### src/rtl/mxv_pkg.sv
// ---------------------------------------------------------------------------
// mxv_pkg
// Shared definitions for the matrix-vector engine and its UART neighbours.
//   WORD_LENGTH : width of one matrix/vector element
//   MAX_N       : largest supported matrix dimension
//   ACC_WIDTH   : dot-product width; wide enough for MAX_N full-scale products
//   mxv_state_t : engine FSM states
// ---------------------------------------------------------------------------
package mxv_pkg;

  localparam int WORD_LENGTH = 8;
  localparam int MAX_N       = 8;
  localparam int ACC_WIDTH   = 2 * WORD_LENGTH + $clog2(MAX_N);

  typedef enum logic [2:0] {
    IDLE,
    POP,
    MAC,
    EMIT,
    DONE
  } mxv_state_t;

endpackage

### src/rtl/mxv_mac.sv
// ---------------------------------------------------------------------------
// mxv_mac
// Unsigned multiply-accumulate register.
//   clk      in  : clock, rising edge
//   reset    in  : synchronous, active-low reset (clears the accumulator)
//   i_clear  in  : clear accumulator (wins over i_en)
//   i_en     in  : accumulate i_a * i_b this cycle
//   i_a, i_b in  : unsigned operands, IN_WIDTH bits each
//   o_acc    out : registered accumulator, ACC_WIDTH bits
// ---------------------------------------------------------------------------
module mxv_mac #(
  parameter int IN_WIDTH  = mxv_pkg::WORD_LENGTH,
  parameter int ACC_WIDTH = mxv_pkg::ACC_WIDTH
) (
  input  logic                 clk,
  input  logic                 reset,
  input  logic                 i_clear,
  input  logic                 i_en,
  input  logic [IN_WIDTH-1:0]  i_a,
  input  logic [IN_WIDTH-1:0]  i_b,
  output logic [ACC_WIDTH-1:0] o_acc
);

  logic [ACC_WIDTH-1:0] r_acc;
  logic [ACC_WIDTH-1:0] w_prod;

  // Operands are widened first so the product is formed at full accumulator width.
  assign w_prod = ACC_WIDTH'(i_a) * ACC_WIDTH'(i_b);

  always_ff @(posedge clk) begin
    if (!reset) begin
      r_acc <= '0;
    end else if (i_clear) begin
      r_acc <= '0;
    end else if (i_en) begin
      r_acc <= r_acc + w_prod;
    end
  end

  assign o_acc = r_acc;

endmodule

### src/rtl/mxv_engine.sv
// ---------------------------------------------------------------------------
// mxv_engine
// Pops an N x N matrix (row-major, one byte per pop) from the receive FIFO,
// forms the dot product of each row with a vector latched at job start and
// hands each row result downstream over valid/ready.
//   clk, reset          : clock / synchronous active-low reset
//   start, matrix_length: job request and its dimension N (1..MAX_N accepted)
//   vector              : element c at [c*WORD_LENGTH +: WORD_LENGTH]
//   fifo_empty/data/pop : receive FIFO; data valid the cycle after a pop
//   result_data/index   : row dot product and its row number
//   result_valid/ready  : result handshake
//   busy, done          : job in flight / one-cycle completion pulse
//   length_error        : one-cycle pulse when a start carries an illegal N
// ---------------------------------------------------------------------------
module mxv_engine #(
  parameter int WORD_LENGTH = mxv_pkg::WORD_LENGTH,
  parameter int MAX_N       = mxv_pkg::MAX_N,
  parameter int ACC_WIDTH   = 2 * WORD_LENGTH + $clog2(MAX_N)
) (
  input  logic                         clk,
  input  logic                         reset,
  input  logic                         start,
  input  logic [WORD_LENGTH-1:0]       matrix_length,
  input  logic [MAX_N*WORD_LENGTH-1:0] vector,
  input  logic                         fifo_empty,
  input  logic [WORD_LENGTH-1:0]       fifo_data,
  output logic                         fifo_pop,
  output logic [ACC_WIDTH-1:0]         result_data,
  output logic [WORD_LENGTH-1:0]       result_index,
  output logic                         result_valid,
  input  logic                         result_ready,
  output logic                         busy,
  output logic                         done,
  output logic                         length_error
);

  import mxv_pkg::*;

  localparam logic [WORD_LENGTH-1:0] ONE = WORD_LENGTH'(1);

  mxv_state_t r_state;
  mxv_state_t w_state_next;

  logic [WORD_LENGTH-1:0]       r_n;
  logic [WORD_LENGTH-1:0]       r_row;
  logic [WORD_LENGTH-1:0]       r_col;
  logic [MAX_N*WORD_LENGTH-1:0] r_vector;
  logic                         r_length_error;

  logic [WORD_LENGTH-1:0] w_vec_elem;
  logic [ACC_WIDTH-1:0]   w_acc;
  logic w_len_ok;
  logic w_job_start;
  logic w_col_last;
  logic w_row_last;
  logic w_accept;
  logic w_pop;
  logic w_mac_clear;
  logic w_mac_en;

  assign w_len_ok    = (matrix_length != '0) && (32'(matrix_length) <= MAX_N);
  assign w_job_start = (r_state == IDLE) && start && w_len_ok;
  assign w_col_last  = (r_col == r_n - ONE);
  assign w_row_last  = (r_row == r_n - ONE);
  assign w_accept    = (r_state == EMIT) && result_ready;

  // Column c of the latched vector; r_col never exceeds N-1 <= MAX_N-1.
  assign w_vec_elem = r_vector[32'(r_col) * WORD_LENGTH +: WORD_LENGTH];

  // ---------------- FSM: state register ----------------
  always_ff @(posedge clk) begin
    if (!reset) begin
      r_state <= IDLE;
    end else begin
      r_state <= w_state_next;
    end
  end

  // ---------------- FSM: next state and controls ----------------
  always_comb begin
    w_state_next = r_state;
    w_pop        = 1'b0;
    w_mac_clear  = 1'b0;
    w_mac_en     = 1'b0;
    unique case (r_state)
      IDLE: begin
        if (w_job_start) begin
          w_mac_clear  = 1'b1;
          w_state_next = POP;
        end
      end
      POP: begin
        // Pop is gated by fifo_empty combinationally so it can never underflow.
        if (!fifo_empty) begin
          w_pop        = 1'b1;
          w_state_next = MAC;
        end
      end
      MAC: begin
        w_mac_en     = 1'b1;
        w_state_next = w_col_last ? EMIT : POP;
      end
      EMIT: begin
        if (result_ready) begin
          if (w_row_last) begin
            w_state_next = DONE;
          end else begin
            w_mac_clear  = 1'b1;
            w_state_next = POP;
          end
        end
      end
      DONE: begin
        w_state_next = IDLE;
      end
      default: begin
        w_state_next = IDLE;
      end
    endcase
  end

  // ---------------- Job context and counters ----------------
  always_ff @(posedge clk) begin
    if (!reset) begin
      r_n            <= '0;
      r_row          <= '0;
      r_col          <= '0;
      r_vector       <= '0;
      r_length_error <= 1'b0;
    end else begin
      r_length_error <= (r_state == IDLE) && start && !w_len_ok;
      if (w_job_start) begin
        r_n      <= matrix_length;
        r_vector <= vector;
        r_row    <= '0;
        r_col    <= '0;
      end else if (r_state == MAC && !w_col_last) begin
        r_col <= r_col + ONE;
      end else if (w_accept && !w_row_last) begin
        r_row <= r_row + ONE;
        r_col <= '0;
      end
    end
  end

  mxv_mac #(
    .IN_WIDTH  (WORD_LENGTH),
    .ACC_WIDTH (ACC_WIDTH)
  ) u_mac (
    .clk     (clk),
    .reset   (reset),
    .i_clear (w_mac_clear),
    .i_en    (w_mac_en),
    .i_a     (fifo_data),
    .i_b     (w_vec_elem),
    .o_acc   (w_acc)
  );

  assign fifo_pop     = w_pop;
  assign result_data  = w_acc;
  assign result_index = r_row;
  assign result_valid = (r_state == EMIT);
  assign busy         = (r_state != IDLE);
  assign done         = (r_state == DONE);
  assign length_error = r_length_error;

endmodule

### config.mk
export PLATFORM = sky130hd
export DESIGN_NAME = mxv_engine
export DESIGN_NICKNAME = d
export VERILOG_FILES = /design/src/rtl/mxv_pkg.sv /design/src/rtl/mxv_mac.sv /design/src/rtl/mxv_engine.sv
export SDC_FILE = /design/constraint.sdc
export NUM_CORES = 1
export LEC_CHECK = 0
export CAP_MARGIN = 5
export CORE_MARGIN = 2
export CORE_UTILIZATION = 55
export DETAILED_ROUTE_END_ITERATION = 16
export HOLD_SLACK_MARGIN = 0.15
export PLACE_DENSITY_LB_ADDON = 0.1
export SYNTH_ARGS = -nofsm -noshare
export SYNTH_HDL_FRONTEND = slang
export SYNTH_SLANG_ARGS = --single-unit
### constraint.sdc
create_clock -name clk -period 7.4 [get_ports clk]
set_clock_uncertainty 0.1 [all_clocks]
set_input_delay 1.11 -clock clk [delete_from_list [all_inputs] [get_ports clk]]
set_output_delay 1.11 -clock clk [all_outputs]
set_load 0.03 [all_outputs]
==> run metrics <==
startpoint types=flip-flop; setup TNS after final layout=0 ns; number of buffers inserted by port buffering=116; remaining global-route overflow=0; clock transition at the registers of the reported paths=0.08 ns; R2R Path End=u_mac.o_acc[15]; #FFs+latches synth=111; actual slew at the worst max-slew pin=0.957 ns; initial cell density of the core=56.3%; signal arrival time at the worst endpoint=between 6 and 7 ns; layout-stage area growth over the synthesis result=19.8%; synth unique cells=54; number of placed instances, taps included=between 1k and 1.5k; detailed-routing iteration count for the pre-antenna-repair pass=7; length in cells of the worst reg-to-reg path=17; root buffer selected by CTS=sky130_fd_sc_hd__clkbuf_16; setup slack of the critical path after layout=between 1 and 1.5 ns; post-route cell area=0.00940 mm2; netlist area before placement=0.00785 mm2; path type of the worst min-delay path=flip-flop to flip-flop; final cell count without fillers=between 1k and 1.5k; worst setup slack before clock tree synthesis=~1.5 ns; CP Launch Point=r_col[1]; met2 WL post-DR=7940 um; asr flop ratio synth=0%; worst endpoint required time=about 7.5 ns; placed cell area=just over 0.009 mm2; GRT Resource Usage Total=23.8%; Detailed Route WL=17,300 um; Slew Limit Headroom=36.2%; max-cap violation count=0; drt initial violations=313; total DRC errors in the routed layout=0; count of antenna-violating nets left after detailed routing=0; count of warnings emitted by yosys=0; P per Cell Area=125 mW/mm2; Leak Pwr=3.85 nW; pin count of the biggest net entering global routing=78; per-cell routed wire length=around 14 um; leading post-synthesis cells by instance count=sky130_fd_sc_hd__nand2_1 (213), sky130_fd_sc_hd__dfxtp_1 (111), sky130_fd_sc_hd__inv_1 (110); fill cell instance count of the final layout=1,213; number of flops mapped to enable cells by yosys=0; post-cts repair resize count=0; Main synth FF type=sky130_fd_sc_hd__dfxtp_1; vertical die dimension=around 120 um; highest achievable clock rate=169 MHz; floorplan row count=43; critical path capture point type=flip-flop; Final Wtd Congestion=between 0.8 and 0.9; detailed-route vias per instance=5.24; number of I/O pins=117; core area=approximately 0.014 mm2; post-synth net total=1,113; number of buffers on the longest clock path=2; number of clock sinks seen by CTS=111; Final Max Tran Viols=0; capture point of the worst path=u_mac.o_acc[15]; area enclosed by the die boundary=0.0152 mm2; CTS Buf Count=9; outcome=finished, final reports clean; routed length on met1=8460 um; synthesized instance count=934; Net count, final=1,204; antenna diode count=0; top-count cell post-synth=sky130_fd_sc_hd__nand2_1; VDD IR-drop max=0.000147 V; Routed met3 length=around 710 um; initial antenna violation count=0; number of endpoints with negative hold slack in the final report=0; crit path time final=5.93 ns; dominant cell type by area after synthesis=sky130_fd_sc_hd__dfxtp_1; fraction of final layout cells with drive strength greater than 1=4.56%; count of endpoints failing setup in the final report=0; r2r setup slk=1.47 ns; latest clock arrival within the worst-skew pair=0.36 ns; Worst Path Max Fanout=17; detailed placer's ending HPWL=13,100 um; period utilisation layout=about four fifths; Clock H-tree levels=3; count of vias placed by the detailed router=6,336; uppermost layer routed=met4; count of buffers added by post-CTS timing repair for setup=0; first-pass GRT wire length=around 29,000 um; sequential area share after synthesis=28.3%; worst setup path class=flip-flop to flip-flop; RR Startpoint=r_col[1]; mean instance size in the synthesized netlist=8.40 um2; CTS tree=done; vias in the first global route=5,826; Die Width=approximately 120 um; RSZ-0062 raised after global routing=no; area share of the largest cell type after synthesis=about 28%; total of hold buffers inserted after clock tree synthesis=0; ranking of synthesized cells by area=sky130_fd_sc_hd__dfxtp_1 (28%), sky130_fd_sc_hd__fa_1 (13%), sky130_fd_sc_hd__nand2_1 (10%)
worst max-delay path: stages, from the launching register on:
cell                        delay, ns
sky130_fd_sc_hd__dfxtp_1         0.82
sky130_fd_sc_hd__mux4_2          0.37
sky130_fd_sc_hd__nand2_1         0.06
sky130_fd_sc_hd__a21oi_1         0.54
sky130_fd_sc_hd__and2_1          0.25
sky130_fd_sc_hd__fa_1            0.45
sky130_fd_sc_hd__fa_1            0.51
sky130_fd_sc_hd__fa_1            0.55
sky130_fd_sc_hd__inv_1           0.05
sky130_fd_sc_hd__fa_1            0.52
sky130_fd_sc_hd__inv_1           0.04
sky130_fd_sc_hd__ha_1            0.30
sky130_fd_sc_hd__o21a_1          0.21
sky130_fd_sc_hd__o2111ai_1       0.23
sky130_fd_sc_hd__a21oi_1         0.13
sky130_fd_sc_hd__o41ai_1         0.33
sky130_fd_sc_hd__mux2i_1         0.25
sky130_fd_sc_hd__a21oi_1         0.08
flip-flops by register name, summed over array words and instances (netlist names):
name          cells
length_error      1
r_col             8
r_n               8
r_state           3
r_vector         64
result_index      8
u_mac.o_acc      19
cell families (layout without fill, tap and decap cells):
logic type,Yosys count,in the layout,share of synthesized area (%)
flip-flops,111,111,28.3
XOR/XNOR,27,27,3.54
AND/OR/NAND/NOR,364,364,21.7
AO/OA/AOI/OAI,163,163,13.9
buffers and inverters,153,249,7.38
multiplexers,22,22,5.36
adder cells (fa/ha/maj),94,94,19.8
layer usage:
| layer | vias to the layer above | GRT usage, % |
|---|---|---|
| li1 | 3245 | - |
| met1 | 2945 | 34.3 |
| met2 | 138 | 37.1 |
| met3 | 8 | 4.80 |
| met4 | 0 | 5.26 |
| met5 | - | 0 |
cells in the final DEF (no fill, tap or decap), drive strengths merged, types with 4 or more instances in the layout:
cell             n
a211o            4
a211oi           7
a21boi          68
a21oi           41
and2            43
and3            11
buf              7
clkbuf          10
clkdlybuf4s50  115
clkinv           4
dfxtp          111
fa              50
ha              44
inv            112
mux2i            6
mux4            16
nand2          213
nand2b          10
nand3           15
nand4            7
nor2            25
nor2b            5
nor3             7
nor3b            4
nor4             6
o21ai           22
or3              5
xnor2           13
xor2            11
where the power goes:
part           switching (mW)  internal (mW)
clock network           0.240          0.234
registers             0.00274          0.600
logic                  0.0409         0.0573
worst min-delay path by stage:
| stage | from | end | slack [ns] | depth (start not counted) |
|---|---|---|---|---|
| after floorplan | r_vector[16] | r_vector[16] | 0.34 | 2 |
| after global placement | r_vector[54] | r_vector[54] | 0.35 | 2 |
| after detailed placement | r_vector[55] | r_vector[55] | 0.35 | 2 |
| after CTS | r_vector[55] | r_vector[55] | 0.37 | 2 |
| after global routing | r_vector[35] | r_vector[35] | 0.39 | 2 |
| final | r_vector[29] | r_vector[29] | 0.36 | 2 |
layout make-up:
cell class | count | area (um2) | share of cell area (%)
clock buffer | 10 | 229 | 2.44
clock inverter | 6 | 52.6 | 0.559
inverter | 111 | 417 | 4.43
multi-input combinational | 670 | 5050 | 53.8
sequential | 111 | 2220 | 23.6
tap | 180 | 225 | 2.40
timing repair buffer | 122 | 1200 | 12.8
through the flow:
| step | power [mW] | utilization (%) | hold WS (ns) |
|---|---|---|---|
| after floorplan | 0.655 | - | 0.340 |
| after global placement | 0.714 | 65.4 | 0.350 |
| after detailed placement | 0.716 | 65.4 | 0.355 |
| after CTS | 1.19 | 67.5 | 0.365 |
| after global routing | 1.22 | 67.5 | 0.390 |
| final | 1.18 | 67.5 | 0.363 |
Note: power is estimated with default switching activity, not from simulation.
==> edit 1, RTL diff (same flow settings) <==
Register the output `length_error` once more, without a reset; this adds one clock of latency there. The other outputs are not delayed to match. Comments in the files are not updated.
--- a/src/rtl/mxv_engine.sv
+++ b/src/rtl/mxv_engine.sv
@@ -164,3 +164,5 @@
   assign done         = (r_state == DONE);
-  assign length_error = r_length_error;
+  always_ff @(posedge clk) begin
+    length_error <= r_length_error;
+  end
 
Check against the original RTL: not equivalent (Yosys sat finds a counterexample within 4 cycles, from zero or initial values and one cycle with reset low).
==> edit 1 against the original RTL <==
Critical endpoint is now u_mac.o_acc[14]. Synthesized area is 0.26% higher. Design area is 0.23% higher. Critical path depth is 3 higher. Total power is 1.7% higher. Wire length is 0.32% higher. First-iteration DRC count is 6.7% higher. Sequential cell count is 1 higher. Worst setup slack worse by 0.10 ns. Via count is 0.85% higher.
==> edit 1: results (changes against the original RTL) <==
{
  "rr_startpoint": "r_col[0]",
  "postSynthAreaPerCell": {"value": 8.41, "unit": "um^2", "change": "+0.15%"},
  "hold_path_class": "flop to flop",
  "r2r_slack": {"value": 1.37, "unit": "ns", "change": "-0.10 ns"},
  "wire_length_of_the_first_global_routing_pass": {"value": 29200, "unit": "um", "change": "+2.5%"},
  "wl": {"value": 17400, "unit": "um", "change": "+0.32%"},
  "setup.worst_path.class": "flop to flop",
  "grtUsageMet1": {"value": 36.2, "unit": "%", "change": "+1.9 points"},
  "share_of_layout_cells_above_drive_strength_1": {"value": 4.56, "unit": "%", "change": "unchanged"},
  "syn_nets": {"value": 1114, "change": "+0.090%"},
  "yosysSeqAreaShare": {"value": 28.5, "unit": "%", "change": "+0.18 points"},
  "dr_wl_cell": {"value": 14.3, "unit": "um", "change": "+0.32%"},
  "tightestPinTransition": {"value": 0.908, "unit": "ns", "change": "-0.0495 ns"},
  "layout.filler_cells": {"value": 1155, "change": "-4.8%"},
  "synth.area.top_cells": "dfxtp_1 29%, fa_1 13%, nand2_1 10%",
  "worstSkewPairLatency": {"value": 0.36, "unit": "ns", "change": "about the same"},
  "synth-async-reset-ratio": {"value": 0, "unit": "%", "change": "unchanged"},
  "worstHoldEndpoint": "length_error",
  "cpPeakStageDelay": {"value": 0.65, "unit": "ns", "change": "-0.17 ns"},
  "power.leakage": {"value": 3.85, "unit": "nW", "change": "about the same"},
  "result_of_the_run": "finished clean",
  "timing.hold.worst.start": "r_length_error",
  "global_route.usage.met3": {"value": 3.11, "unit": "%", "change": "-1.7 points"},
  "vias": {"value": 6390, "change": "+0.85%"},
  "iteration_count_of_the_initial_detailed_routing_pass": {"value": 4, "change": "-3"},
  "netlist_top_cells_count": "213 x nand2_1, 112 x dfxtp_1, 110 x inv_1",
  "worstPathMaxFanout": {"value": 13, "change": "-4"},
  "drt_first_iter_violations": {"value": 334, "change": "+6.7%"},
  "first_global_vias": {"value": 5985, "change": "+2.7%"},
  "worst_r2r_endpoint": "u_mac.o_acc[14]",
  "r2r.worst_path.cells": {"value": 20, "change": "+3"},
  "detailed_place_hpwl": {"value": 13100, "unit": "um", "change": "-0.60%"},
  "track_usage": {"value": 24.5, "unit": "%", "change": "+0.68 points"},
  "number_of_stages_on_the_worst_hold_path": {"value": 0, "change": "-2"},
  "vdd.ir_drop.worst": {"value": 0.0995, "unit": "mV", "change": "-32%"},
  "grt_use_met2": {"value": 37.6, "unit": "%", "change": "+0.52 points"}
}
[edit 1: cells by family after synthesis]
logic type / count (synthesis) / share of synthesized area [%]
AO/OA/AOI/OAI: 163 / 13.9
XOR/XNOR: 27 / 3.53
adder cells (fa/ha/maj): 94 / 19.7
buffers and inverters: 153 / 7.36
flip-flops: 112 / 28.5
multiplexers: 22 / 5.34
AND/OR/NAND/NOR: 364 / 21.7
[edit 1: area by class of cell]
type / count / area, um^2 / area share [%]
Timing Repair Buffer: 121 / 1190 / 12.7
Multi-Input combinational cell: 670 / 5050 / 53.6
Clock inverter: 7 / 65.1 / 0.691
Tap cell: 180 / 225 / 2.39
Clock buffer: 9 / 225 / 2.39
Sequential cell: 112 / 2240 / 23.8
Inverter: 111 / 417 / 4.42
[edit 1: worst max-delay path by stage]
| stage | depth (start not counted) | slack (ns) | to |
|---|---|---|---|
| 2_1_floorplan | 19 | 1.86 | u_mac.o_acc[15] |
| 3_3_place_gp | 18 | 1.46 | u_mac.o_acc[15] |
| 3_5_place_dp | 18 | 1.42 | u_mac.o_acc[15] |
| 4_1_cts | 20 | 1.37 | u_mac.o_acc[14] |
| 5_1_grt | 20 | 0.98 | u_mac.o_acc[14] |
| 6_report | 20 | 1.37 | u_mac.o_acc[14] |
[edit 1: power breakdown]
group	internal (mW)	leakage [nW]	switching, mW	total [mW]
Clock	0.236	0.137	0.252	0.488
Sequential	0.606	0.903	0.00297	0.609
Combinational	0.0573	2.81	0.0410	0.0982
Total	0.899	3.85	0.296	1.20
[edit 1: per-stage QoR]
step	hold WS (ns)	instance area [um^2]	total power, mW	util, %	setup WS [ns]
floorplan	0.210	7870	0.661	-	1.86
global placement	0.213	9130	0.721	65.5	1.46
detailed placement	0.216	9130	0.722	65.5	1.42
CTS	0.234	9420	1.21	67.6	1.37
global route	0.247	9420	1.24	67.6	0.984
finish	0.230	9420	1.20	67.6	1.37
[edit 1: routing by layer]
| layer | share of wire (%) | vias to the layer above | routed length [um] |
|---|---|---|---|
| li1 | - | 3246 | - |
| met1 | 50 | 2981 | 8620 |
| met2 | 45 | 145 | 7790 |
| met3 | 4.0 | 18 | 693 |
| met4 | 1.4 | 0 | 245 |
| met5 | 0 | - | 0 |
[edit 1: critical path, delay by kind of cell, from the launching register on]
kind	cells	cell delay, ns
flops	1	0.65
mux	1	0.26
buf+inv	4	0.48
compound gates	6	1.46
simple gates	4	0.55
fa+ha+maj	5	2.37
==> edit 2, RTL diff (same flow settings) <==
Made on the original files. Change the package constant `WORD_LENGTH` from 8 to 4.
--- a/src/rtl/mxv_pkg.sv
+++ b/src/rtl/mxv_pkg.sv
@@ -10,3 +10,3 @@
 
-  localparam int WORD_LENGTH = 8;
+  localparam int WORD_LENGTH = 4;
   localparam int MAX_N       = 8;
Interface: changed (5 resized); port bits go from 117 to 65. The function was not compared with the original's and may differ.
==> edit 2 against the original RTL <==
Highest routed layer unchanged. Largest cell class unchanged. Die area decreased by 54%. Clock power decreased by 43%. Wire length decreased by 58%. Design area decreased by 54%. Total power decreased by 39%. Worst setup slack improved by 1.1 ns. Sequential cell count decreased by 52. Synthesized area decreased by 56%. Largest power group unchanged.
==> edit 2: results (changes against the original RTL) <==
{
  "result_of_the_run": "finished clean",
  "worstSkewPairLatency": {"value": 0.34, "unit": "ns", "change": "-0.02 ns"},
  "netlist_top_cells_count": "98 x nand2_1, 59 x dfxtp_1, 42 x a21oi_1",
  "vias": {"value": 2911, "change": "-54%"},
  "placed_area": {"value": 4120, "unit": "um^2", "change": "-55%"},
  "share_of_layout_cells_above_drive_strength_1": {"value": 9.89, "unit": "%", "change": "+5.3 points"},
  "slew-limit-headroom": {"value": 51.8, "unit": "%", "change": "+16 points"},
  "yosys.cell_types.count": {"value": 49, "change": "-9.3%"},
  "track_usage": {"value": 21.9, "unit": "%", "change": "-1.9 points"},
  "iteration_count_of_the_initial_detailed_routing_pass": {"value": 4, "change": "-3"},
  "drt_first_iter_violations": {"value": 90, "change": "-71%"},
  "ctsRootBufferMaster": "clkbuf_8",
  "vdd.ir_drop.worst": {"value": 0.168, "unit": "mV", "change": "+14%"},
  "cp_data_arrival_time": {"value": 4.97, "unit": "ns", "change": "-1.06 ns"},
  "first_global_vias": {"value": 2798, "change": "-52%"},
  "power.leakage": {"value": 1.70, "unit": "nW", "change": "-56%"},
  "synth.area.top_cells": "dfxtp_1 34%, nand2_1 11%, ha_1 7.6%",
  "largest_reg_flops": {"value": 32, "change": "-50%"},
  "io_buffer_count": {"value": 64, "change": "-45%"},
  "detailedPlace.worstSlack": {"value": 2.51, "unit": "ns", "change": "+0.996 ns"},
  "syn_nets": {"value": 476, "change": "-57%"},
  "met3RoutedLength": {"value": 251, "unit": "um", "change": "-65%"},
  "layout.filler_cells": {"value": 484, "change": "-60%"},
  "detailed_place_hpwl": {"value": 5430, "unit": "um", "change": "-59%"},
  "gpl.final_weighted_congestion": {"value": 0.874, "change": "+4.3%"},
  "met1_wl": {"value": 3250, "unit": "um", "change": "-62%"},
  "final_nets": {"value": 535, "change": "-56%"},
  "wire_length_of_the_first_global_routing_pass": {"value": 12500, "unit": "um", "change": "-56%"},
  "dr_wl_cell": {"value": 13.3, "unit": "um", "change": "-6.8%"}
}
edit 2: worst paths after layout:
check | start | end | slack, ns | cells past startpoint
setup reg to reg | r_col[0] | u_mac.o_acc[8] | 2.54 | 14
hold reg to reg | r_vector[4] | r_vector[4] | 0.36 | 2
hold / removal | r_vector[4] | r_vector[4] | 0.36 | 2
setup / recovery | r_col[0] | u_mac.o_acc[8] | 2.54 | 14
edit 2: area by class of cell:
type | count | area, um^2 | share of cell area [%]
multi-input combinational | 298 | 2090 | 48.5
sequential | 59 | 1180 | 27.4
inverter | 25 | 93.8 | 2.18
tap | 75 | 93.8 | 2.18
clock buffer | 9 | 124 | 2.88
clock inverter | 7 | 61.3 | 1.42
timing repair buffer | 67 | 663 | 15.4
edit 2: power by group through the flow:
stage                     Sequential [mW]  Combinational (mW)  Clock [mW]
after floorplan                     0.344              0.0711           0
after global placement              0.346               0.108           0
after detailed placement            0.346               0.111           0
after CTS                           0.339               0.111       0.278
after global routing                0.341               0.124       0.292
final                               0.339               0.110       0.272
edit 2: cells by family after synthesis:
group                      synth area share, %
muxes                                     6.69
DFF                                       34.1
and+or+nand+nor                           22.4
xor gates and xnor gates                  6.11
adders and majority gates                 12.8
AOI/OAI and AO/OA                         12.5
buffers and inverters                     5.42
edit 2: worst max-delay path, cell delays in order, from the launching register on:
cell and delay, ns:
dfxtp_1 0.79, mux4_2 0.60, mux2i_1 0.14, nor2_1 0.10, nand2_1 0.13, fa_1 0.45, fa_1 0.51, fa_1 0.51
inv_1 0.04, ha_1 0.31, inv_1 0.07, o31ai_1 0.47, a21oi_1 0.19, nor3_1 0.25, a2111oi_2 0.07
edit 2: metal layers:
layer,vias up,global-route usage [%]
met4,0,6.56
met1,1374,27.4
met2,70,37.5
li1,1459,-
met3,8,5.27
met5,-,0
